## src/rtl/lsu_pkg.sv

```systemverilog
// Shared constants for the load/store memory initiator: funct3 codes,
// sign_mask descriptor bits and FSM state encoding.
// Bit meanings of sign_mask: [3] sign-extend, [2] word, [1] half-or-word, [0] always 1.
package lsu_pkg;

  // RISC-V load/store funct3 encodings
  localparam logic [2:0] F3_B  = 3'b000;
  localparam logic [2:0] F3_H  = 3'b001;
  localparam logic [2:0] F3_W  = 3'b010;
  localparam logic [2:0] F3_BU = 3'b100;
  localparam logic [2:0] F3_HU = 3'b101;

  // Memory access descriptor building blocks
  localparam logic [3:0] SIGN_MASK_BYTE = 4'b0001;
  localparam logic [3:0] SIGN_MASK_HALF = 4'b0011;
  localparam logic [3:0] SIGN_MASK_WORD = 4'b0111;
  localparam logic [3:0] SIGN_MASK_SEXT = 4'b1000;

  typedef enum logic [1:0] {
    IDLE      = 2'd0,
    ISSUE     = 2'd1,
    WAIT_ACK  = 2'd2,
    WAIT_DONE = 2'd3
  } lsu_state_e;

endpackage

```

## src/rtl/lsu_sign_mask_dec.sv

```systemverilog
// Purpose: decode funct3/we into the memory sign_mask and flag illegal or misaligned requests.
// Latency: purely combinational, zero cycles.
// Backpressure: none; evaluated every cycle from the request inputs.
module lsu_sign_mask_dec
  import lsu_pkg::*;
(
  input  logic [2:0] i_funct3,
  input  logic       i_we,
  input  logic [1:0] i_addr_lo,
  output logic [3:0] o_sign_mask,
  output logic       o_illegal,
  output logic       o_misaligned
);

  // Map funct3 to the access descriptor; unsupported combinations are illegal
  always_comb begin
    o_sign_mask = '0;
    o_illegal   = 1'b0;
    if (i_we) begin
      case (i_funct3)
        F3_B:    o_sign_mask = SIGN_MASK_BYTE;
        F3_H:    o_sign_mask = SIGN_MASK_HALF;
        F3_W:    o_sign_mask = SIGN_MASK_WORD;
        default: o_illegal   = 1'b1;
      endcase
    end else begin
      case (i_funct3)
        F3_B:    o_sign_mask = SIGN_MASK_BYTE | SIGN_MASK_SEXT;
        F3_H:    o_sign_mask = SIGN_MASK_HALF | SIGN_MASK_SEXT;
        F3_W:    o_sign_mask = SIGN_MASK_WORD;
        F3_BU:   o_sign_mask = SIGN_MASK_BYTE;
        F3_HU:   o_sign_mask = SIGN_MASK_HALF;
        default: o_illegal   = 1'b1;
      endcase
    end
  end

  // Word needs addr[1:0]==0, halfword needs addr[0]==0; bytes are always aligned
  always_comb begin
    o_misaligned = 1'b0;
    if (!o_illegal) begin
      if (o_sign_mask[2])
        o_misaligned = |i_addr_lo;
      else if (o_sign_mask[1])
        o_misaligned = i_addr_lo[0];
    end
  end

endmodule

```

## src/rtl/lsu_mem_initiator.sv

```systemverilog
// Purpose: issue one load/store to data memory, track clk_stall rise/fall, return data or fault.
// Latency: 5 cycles accept-to-response nominal; decode faults respond next cycle; timeout after TIMEOUT_CYCLES wait cycles.
// Backpressure: req_ready only in IDLE, no queueing. LSU_MISALIGN_CHECK_EN enables misalignment faults.
module lsu_mem_initiator
  import lsu_pkg::*;
#(
  parameter int TIMEOUT_CYCLES = 15
) (
  input  logic        i_clk,
  input  logic        i_reset,
  input  logic        i_req_valid,
  output logic        o_req_ready,
  input  logic        i_req_we,
  input  logic [2:0]  i_req_funct3,
  input  logic [31:0] i_req_addr,
  input  logic [31:0] i_req_wdata,
  output logic        o_resp_valid,
  output logic [31:0] o_resp_rdata,
  output logic        o_resp_fault,
  output logic [31:0] o_mem_addr,
  output logic [31:0] o_mem_write_data,
  output logic        o_mem_memwrite,
  output logic        o_mem_memread,
  output logic [3:0]  o_mem_sign_mask,
  input  logic [31:0] i_mem_read_data,
  input  logic        i_mem_clk_stall
);

  localparam int              CNT_W       = $clog2(TIMEOUT_CYCLES + 1);
  localparam logic [CNT_W-1:0] TIMEOUT_VAL = CNT_W'(TIMEOUT_CYCLES);

`ifdef LSU_MISALIGN_CHECK_EN
  localparam bit MISALIGN_CHECK = 1'b1;
`else
  localparam bit MISALIGN_CHECK = 1'b0;
`endif

  lsu_state_e       r_state;
  logic [CNT_W-1:0] r_wait_cnt;
  logic             r_is_load;

  logic [3:0]       w_sign_mask;
  logic             w_illegal;
  logic             w_misaligned;
  logic             w_req_fault;
  logic             w_accept;
  logic [CNT_W-1:0] w_wait_cnt_nxt;
  logic             w_timeout;

  lsu_sign_mask_dec u_dec (
    .i_funct3     (i_req_funct3),
    .i_we         (i_req_we),
    .i_addr_lo    (i_req_addr[1:0]),
    .o_sign_mask  (w_sign_mask),
    .o_illegal    (w_illegal),
    .o_misaligned (w_misaligned)
  );

  assign w_req_fault    = w_illegal | (MISALIGN_CHECK & w_misaligned);
  assign o_req_ready    = (r_state == IDLE);
  assign w_accept       = i_req_valid & o_req_ready;
  // The stored count never exceeds TIMEOUT_CYCLES-1, so the increment cannot wrap
  assign w_wait_cnt_nxt = r_wait_cnt + CNT_W'(1);
  assign w_timeout      = (w_wait_cnt_nxt >= TIMEOUT_VAL);

  // Request FSM: accept, one-cycle strobe, wait for stall rise then fall, respond
  always_ff @(posedge i_clk) begin
    if (i_reset) begin
      r_state          <= IDLE;
      r_wait_cnt       <= '0;
      r_is_load        <= 1'b0;
      o_resp_valid     <= 1'b0;
      o_resp_rdata     <= '0;
      o_resp_fault     <= 1'b0;
      o_mem_addr       <= '0;
      o_mem_write_data <= '0;
      o_mem_memwrite   <= 1'b0;
      o_mem_memread    <= 1'b0;
      o_mem_sign_mask  <= '0;
    end else begin
      o_resp_valid   <= 1'b0;
      o_resp_rdata   <= '0;
      o_resp_fault   <= 1'b0;
      o_mem_memwrite <= 1'b0;
      o_mem_memread  <= 1'b0;
      case (r_state)
        IDLE: begin
          if (w_accept) begin
            if (w_req_fault) begin
              // Rejected at decode: nothing reaches memory
              o_resp_valid <= 1'b1;
              o_resp_fault <= 1'b1;
            end else begin
              o_mem_addr       <= i_req_addr;
              o_mem_write_data <= i_req_wdata;
              o_mem_sign_mask  <= w_sign_mask;
              o_mem_memwrite   <= i_req_we;
              o_mem_memread    <= ~i_req_we;
              r_is_load        <= ~i_req_we;
              r_state          <= ISSUE;
            end
          end
        end
        ISSUE: begin
          r_wait_cnt <= '0;
          r_state    <= WAIT_ACK;
        end
        WAIT_ACK: begin
          if (w_timeout) begin
            o_resp_valid <= 1'b1;
            o_resp_fault <= 1'b1;
            r_state      <= IDLE;
          end else begin
            r_wait_cnt <= w_wait_cnt_nxt;
            if (i_mem_clk_stall)
              r_state <= WAIT_DONE;
          end
        end
        WAIT_DONE: begin
          if (!i_mem_clk_stall) begin
            o_resp_valid <= 1'b1;
            o_resp_rdata <= r_is_load ? i_mem_read_data : 32'd0;
            r_state      <= IDLE;
          end else if (w_timeout) begin
            o_resp_valid <= 1'b1;
            o_resp_fault <= 1'b1;
            r_state      <= IDLE;
          end else begin
            r_wait_cnt <= w_wait_cnt_nxt;
          end
        end
        default: r_state <= IDLE;
      endcase
    end
  end

endmodule
```

## config.mk

```make
export PLATFORM = sky130hd
export DESIGN_NAME = lsu_mem_initiator
export DESIGN_NICKNAME = d
export VERILOG_FILES = /design/src/rtl/lsu_pkg.sv /design/src/rtl/lsu_sign_mask_dec.sv /design/src/rtl/lsu_mem_initiator.sv
export SDC_FILE = /design/constraint.sdc
export NUM_CORES = 1
export LEC_CHECK = 0
export ABC_AREA = 1
export BUFFER_PORTS_ARGS = -buffer_cell sky130_fd_sc_hd__buf_2
export CAP_MARGIN = 30
export CORE_UTILIZATION = 44
export DETAILED_ROUTE_END_ITERATION = 6
export GPL_TIMING_DRIVEN = 0
export PLACE_DENSITY = 0.79
export SLEW_MARGIN = 10
export SYNTH_ARGS = -nofsm -noshare
export SYNTH_HDL_FRONTEND = slang
export SYNTH_SLANG_ARGS = --single-unit
export TNS_END_PERCENT = 10
```

## constraint.sdc

```tcl
create_clock -name i_clk -period 1.7 [get_ports i_clk]
set_input_delay 0 -clock i_clk [delete_from_list [all_inputs] [get_ports i_clk]]
set_output_delay 0 -clock i_clk [all_outputs]
set_load 0.05 [all_outputs]
```

==> flow_metrics.tcl, run 1 <==
set metrics [dict create \
    wl_microns 13270 \
    postLayoutSetupSlackWorst_ns 0.1184 \
    fmax_mhz 632.3 \
    io_pins 209 \
    status "finished, final reports clean" \
    synth_cells 483 \
    synth_area_leaders "dfxtp_1, nand2_1, a21oi_1" \
    clk_latency_ns 0.36 \
    port_buffers 208 \
    gp_congestion 0.7973 \
    finalCritPeriodShare 0.9304 \
    antenna_found_initial 0 \
    path_clk_slew_ns 0.10 \
    clock-sinks 111 \
    worstSetupStartpointType "flip-flop" \
    worstSetupPathType "flip-flop to flip-flop" \
    yosys.area.top_type "dfxtp_1" \
    pre_cts_ws_ns 0.1514 \
    grt_max_degree 18 \
    grt_pass1_vias 4187 \
    setup_viol 0 \
    start_util 0.4607 \
    nets 910 \
    irDropWorstVdd_uv 591.8 \
    drt_first_pass_iters 4 \
    swShare 0.3522 \
    relSlewSlack 0.5967 \
    drt_iter0_drc 153 \
    dieHeight_microns 95.45 \
    cp_top_family "simple AND/OR/NAND/NOR gates" \
    fp-row-count 33 \
    most-common-layout-cells "buf_2, nand2_1, dfxtp_1" \
    h-tree-depth 3 \
    clockBufferDepth 2 \
    min_period_ns 1.582 \
    hold_class "primary input to flip-flop" \
    yosysWarnings 0 \
    combPwrFrac 0.296 \
    synthesis.area_sq_mm 0.003842 \
    total_power_w 0.006358 \
    seq_power_share 0.462 \
    end_kind "flip-flop" \
    ant_nets 0 \
    layout_commonest_cell "buf_2" \
    core_area_sq_mm 0.008341 \
    p_int_w 0.004119 \
    route.vias.total 4365 \
    crit_path_top_delay_cell "dfxtp_1" \
    cts_root_buffer "clkbuf_8" \
    yosysSeqAreaShare 0.5783 \
    yosys.area.top_type_share 0.5783 \
    maxCapViolCount 0 \
    wire_per_inst_microns 14.52 \
    holdPathStages 4 \
    power_leakage_nw 3.115 \
    numCtsBuffers 9 \
    antenna_cells 0 \
    crit_top_cell "nand2_1" \
    rsz0062_at_grt "false" \
    die_area_sq_mm 0.009111 \
    yosys_register_bits 111 \
    p_switching_w 0.002239 \
    tightest_slew_ns 0.6050 \
    cp_max_fo 9 \
    overflow 0 \
    grt_use_total 0.2753 \
    fin_cells 914 \
    cp.depth 10 \
    cpPeakStageDelay_ns 0.42 \
    hold_viol_final 0 \
    finalSetupTns_ns 0 \
    clkPwrFrac 0.243 \
    syn_nets 589 \
    dp_cells 796 \
    worst_ep_required_time_ns 1.92 \
    powerDensity_mw_per_mm2 1021 \
    grt_pass1_wl_microns 19150 \
    dp_hpwl_microns 8029 \
    via_per_inst 4.776 \
    die_x_microns 95.45 \
    maxSlewViolCount 0 \
    area_growth_pct 62.03 \
    skew_ns 0.01491 \
    path_cells "ha_1 -> inv_1 -> nand2_1 -> nand2_1 -> nor2_1 -> nand3_2 -> nand2_1 -> nand2_1 -> nand2_1 -> nor2_1" \
    drc 0 \
    syn_area_per_cell_sq_um 7.955 \
    yosysUniqueCellTypes 22 \
    tritoncts "built" \
    drive_above_1_share 0.2967 \
    cp.arrival_ns 1.80 \
    path_buf_inv 1 \
    ff2ff_path_depth 10 \
]
## worst paths after layout
check                                     from  slack [ns]                                end
max                 r_wait_cnt[1]$_SDFFE_PP0P_        0.12         r_wait_cnt[2]$_SDFFE_PP0P_
min                            i_mem_clk_stall        0.04            o_resp_valid$_SDFF_PP0_
max reg2reg         r_wait_cnt[1]$_SDFFE_PP0P_        0.12         r_wait_cnt[2]$_SDFFE_PP0P_
min reg2reg  o_mem_write_data[19]$_SDFFE_PP0P_        0.47  o_mem_write_data[19]$_SDFFE_PP0P_
## power by group through the flow
stage	Sequential (W)	Combinational, W	Clock (W)
floorplan	0.00350	0.000676	0
global placement	0.00297	0.00163	0
detailed placement	0.00298	0.00166	0
CTS	0.00293	0.00184	0.00159
global route	0.00296	0.00201	0.00168
finish	0.00293	0.00188	0.00154
## cells in the mapped netlist
| master | n |
|---|---|
| nand2_1 | 158 |
| dfxtp_1 | 111 |
| a21oi_1 | 71 |
| inv_1 | 47 |
| nor2_1 | 44 |
| clkbuf_1 | 13 |
| nand3_1 | 9 |
| buf_2 | 7 |
| buf_6 | 4 |
| o21ai_0 | 3 |
| buf_4 | 2 |
| ha_1 | 2 |
| nand4_1 | 2 |
| nor3_1 | 2 |
| a211oi_1 | 1 |
| a31oi_1 | 1 |
| inv_2 | 1 |
| nand2_2 | 1 |
| nand3_2 | 1 |
| nand3_4 | 1 |
| nor2_8 | 1 |
| o21a_1 | 1 |
## registers in the layout, indices dropped and copies added (netlist names), 2 cells and up
register	count
o_resp_rdata	32
o_mem_sign_mask	4
o_mem_addr	32
r_state	2
r_wait_cnt	4
o_mem_write_data	32
## final cells by class
cell class	instances	area, sq um
flip-flops and latches	111	2222
clock buffers	12	135.1
clock inverters	4	53.80
repair buffers	310	2062
inverters	48	180.2
well taps	105	131.4
fillers	573	2115
plain buffers	26	145.1
multi-input cells	298	1296
## logic make-up after synthesis
group,after synthesis,share of synthesized area
adder cells (fa/ha/maj),2,0.006511
buffers and inverters,74,0.08433
AND/OR/NAND/NOR,219,0.2289
flip-flops,111,0.5783
AO/OA/AOI/OAI,77,0.1019
## tightest hold or removal path, delay by kind of cell
family                 cells  cell delay (ns)
AO/OA/AOI/OAI              1             0.10
buffers and inverters      2             0.17
AND/OR/NAND/NOR            1             0.08
## stage by stage
stage	hold slack (ns)	cell area [sq um]	utilization
after global routing	0.01656	6226	0.7465
after floorplan	0.1122	3842	-
final	0.04103	6226	0.7465
after detailed placement	0.2212	5015	0.6013
after global placement	0.2183	5015	0.6013
after CTS	0.009618	6225	0.7463
## metal layers
| metal | routed length, microns | share of wire | GRT usage |
|---|---|---|---|
| met5 | 0 | 0 | 0 |
| met4 | 382 | 0.029 | 0.1306 |
| met3 | 1167 | 0.088 | 0.08134 |
| met2 | 6448 | 0.49 | 0.4929 |
| met1 | 5270 | 0.40 | 0.2952 |
## timing repair
action	in CTS	in global routing
hold buffers	102	0
gates resized for setup	0	2
endpoints found under the setup margin	0	2
setup buffers	0	0
endpoints found under the hold margin	104	0
No activity file was read; power rests on OpenSTA's default activity.
==> run 2: changes to the inputs <==
--- a/config.mk
+++ b/config.mk
@@ -7,11 +7,11 @@
 export LEC_CHECK = 0
 export ABC_AREA = 1
 export BUFFER_PORTS_ARGS = -buffer_cell sky130_fd_sc_hd__buf_2
-export CAP_MARGIN = 30
 export CORE_UTILIZATION = 44
 export DETAILED_ROUTE_END_ITERATION = 6
 export GPL_TIMING_DRIVEN = 0
 export PLACE_DENSITY = 0.79
+export REMOVE_ABC_BUFFERS = 1
 export SLEW_MARGIN = 10
 export SYNTH_ARGS = -nofsm -noshare
 export SYNTH_HDL_FRONTEND = slang
==> run 2 against run 1 <==
- combinational power hardly changed
- sequential cell count unchanged
- power rose by 0.17%
- wire length up 5.9%
- worst setup slack got worse by 0.026 ns
- register-to-register slack improved by 0.02 ns
- clock skew is 0.0016 ns lower
- global-route usage rose by 1.8 points
- critical path depth down 2
- non-clock buffer count shrank 24
- cell count fell by 2.4%
- cell area decreased by 0.78%
- largest cell class unchanged
==> flow_metrics.tcl, run 2 (synthesized netlist as in run 1, its figures left out) <==
set metrics [dict create \
    hold_class "primary input to flip-flop" \
    drt_iter0_drc 209 \
    cp.arrival_ns 1.83 \
    maxCapViolCount 0 \
    clock-sinks 111 \
    cpPeakStageDelay_ns 0.53 \
    fp-row-count 33 \
    end_kind "flip-flop" \
    cp_top_family "simple AND/OR/NAND/NOR gates" \
    grt_pass1_vias 4430 \
    powerDensity_mw_per_mm2 1031 \
    die_area_sq_mm 0.009111 \
    area_growth_pct 60.76 \
    top_regs "o_mem_addr (32), o_mem_write_data (32), o_resp_rdata (32)" \
    ff2ff_path_depth 4 \
    cp.depth 8 \
    fin_cells 892 \
    worst_ep_required_time_ns 1.92 \
    final.fill_count 528 \
    skew_ns 0.01329 \
    dp_hpwl_microns 6968 \
    worstSetupStartpointType "primary input" \
    hp-start "i_mem_clk_stall" \
    hold_ws_ns 0.02864 \
    holdPathStages 4 \
    gp_congestion 0.7433 \
    io_pins 209 \
    power_leakage_nw 3.073 \
    crit_path_top_delay_cell "dlygate4sd3_1" \
    setup_viol 0 \
    dp_cells 770 \
    die_x_microns 95.45 \
    overflow 0 \
    tightest_slew_ns 0.7393 \
    most-common-layout-cells "buf_2, nand2_1, dfxtp_1" \
    antenna_found_initial 1 \
    r2r_setup_slack_ns 0.14 \
    via_per_inst 5.057 \
    tritoncts "built" \
    h-tree-depth 3 \
    status "finished, final reports clean" \
    clk_latency_ns 0.37 \
    grt_pass1_wl_microns 20360 \
    fmax_mhz 622.1 \
    relSlewSlack 0.5071 \
    regToRegStartpoint "r_state[0]$_SDFFE_PP0P_" \
    crit_path_start "i_req_funct3[0]" \
    port_buffers 208 \
    maxSlewViolCount 0 \
    clockBufferDepth 2 \
    multi_input_area_sq_mm 0.001336 \
    grt_max_degree 75 \
    path_buf_inv 3 \
    cts_root_buffer "clkbuf_8" \
    layout_commonest_cell "buf_2" \
    path_cells "dlygate4sd3_1 -> buf_2 -> nor2_1 -> inv_1 -> nand2_2 -> nand3_4 -> nand2_1 -> a21oi_1" \
    numCtsBuffers 9 \
    final-seq-area_sq_mm 0.002226 \
    nets 888 \
    irDropWorstVdd_uv 654.4 \
    finalCritPeriodShare 0.9456 \
    cp_max_fo 35 \
    ant_nets 0 \
    start_util 0.4607 \
    dieHeight_microns 95.45 \
    rsz0062_at_grt "false" \
    wire_per_inst_microns 15.75 \
    core_area_sq_mm 0.008341 \
    grt_use_total 0.2935 \
    wl_microns 14050 \
    drive_above_1_share 0.3024 \
    route.vias.total 4511 \
    hold_viol_final 0 \
    drc 0 \
    min_period_ns 1.607 \
    worstSetupPathType "primary input to flip-flop" \
    drt_first_pass_iters 5 \
    path_clk_slew_ns 0.11 \
    antenna_cells 0 \
]
[run 2: what timing repair did]
action | CTS | global route
setup buffers | 0 | 3
gates resized for setup | 8 | 4
gates cloned | 2 | 0
hold endpoints to repair | 101 | 0
hold buffers | 101 | 0
endpoints found under the setup margin | 103 | 83
pin swaps | 1 | 1
[run 2: worst paths after layout]
path	to
worst max register to register	o_resp_rdata[0]$_SDFF_PP0_
worst min-delay path	o_resp_valid$_SDFF_PP0_
worst min register to register	o_mem_write_data[11]$_SDFFE_PP0P_
worst max-delay path	o_mem_addr[22]$_SDFFE_PP0P_
[run 2: layer usage]
| layer | up-vias | track usage | routed length (microns) |
|---|---|---|---|
| li1 | 2093 | - | - |
| met1 | 2096 | 0.2933 | 4860 |
| met2 | 247 | 0.5244 | 7242 |
| met3 | 73 | 0.09729 | 1210 |
| met4 | 2 | 0.1791 | 725 |
| met5 | - | 0 | 13 |
[run 2: where the power goes]
| part | switching [W] | internal [W] | leakage, nW | total [W] |
|---|---|---|---|---|
| clock network | 0.000918 | 0.000596 | 0.0952 | 0.00151 |
| logic | 0.00129 | 0.000600 | 2.07 | 0.00189 |
| registers | 0.000163 | 0.00281 | 0.903 | 0.00297 |
[run 2: metrics by stage]
stage,setup TNS (ns),power (W),instance area [sq um],worst slack [ns],utilization
3_5_place_dp,-97.18,0.004563,4871,-1.088,0.5840
2_1_floorplan,-32.95,0.004088,3699,-0.5258,-
3_3_place_gp,-90.26,0.004501,4871,-1.018,0.5840
4_1_cts,0,0.006274,6126,0.01596,0.7345
6_report,0,0.006369,6177,0.09254,0.7406
5_1_grt,0,0.006626,6177,0.03568,0.7406
[run 2: cell type report]
class                   count  area share
clock buffers              10     0.02228
repair buffers            312      0.3383
multi-input cells         300      0.2163
flip-flops and latches    111      0.3603
clock inverters             6    0.008102
inverters                  48     0.03342
well taps                 105     0.02127
[run 2: worst reg2reg max path, stage by stage, from the launching register on]
cell	delay, ns
dfxtp_1	0.51
nand2_1	0.09
nor2_1	0.27
nand3_4	0.35
nor2_1	0.26
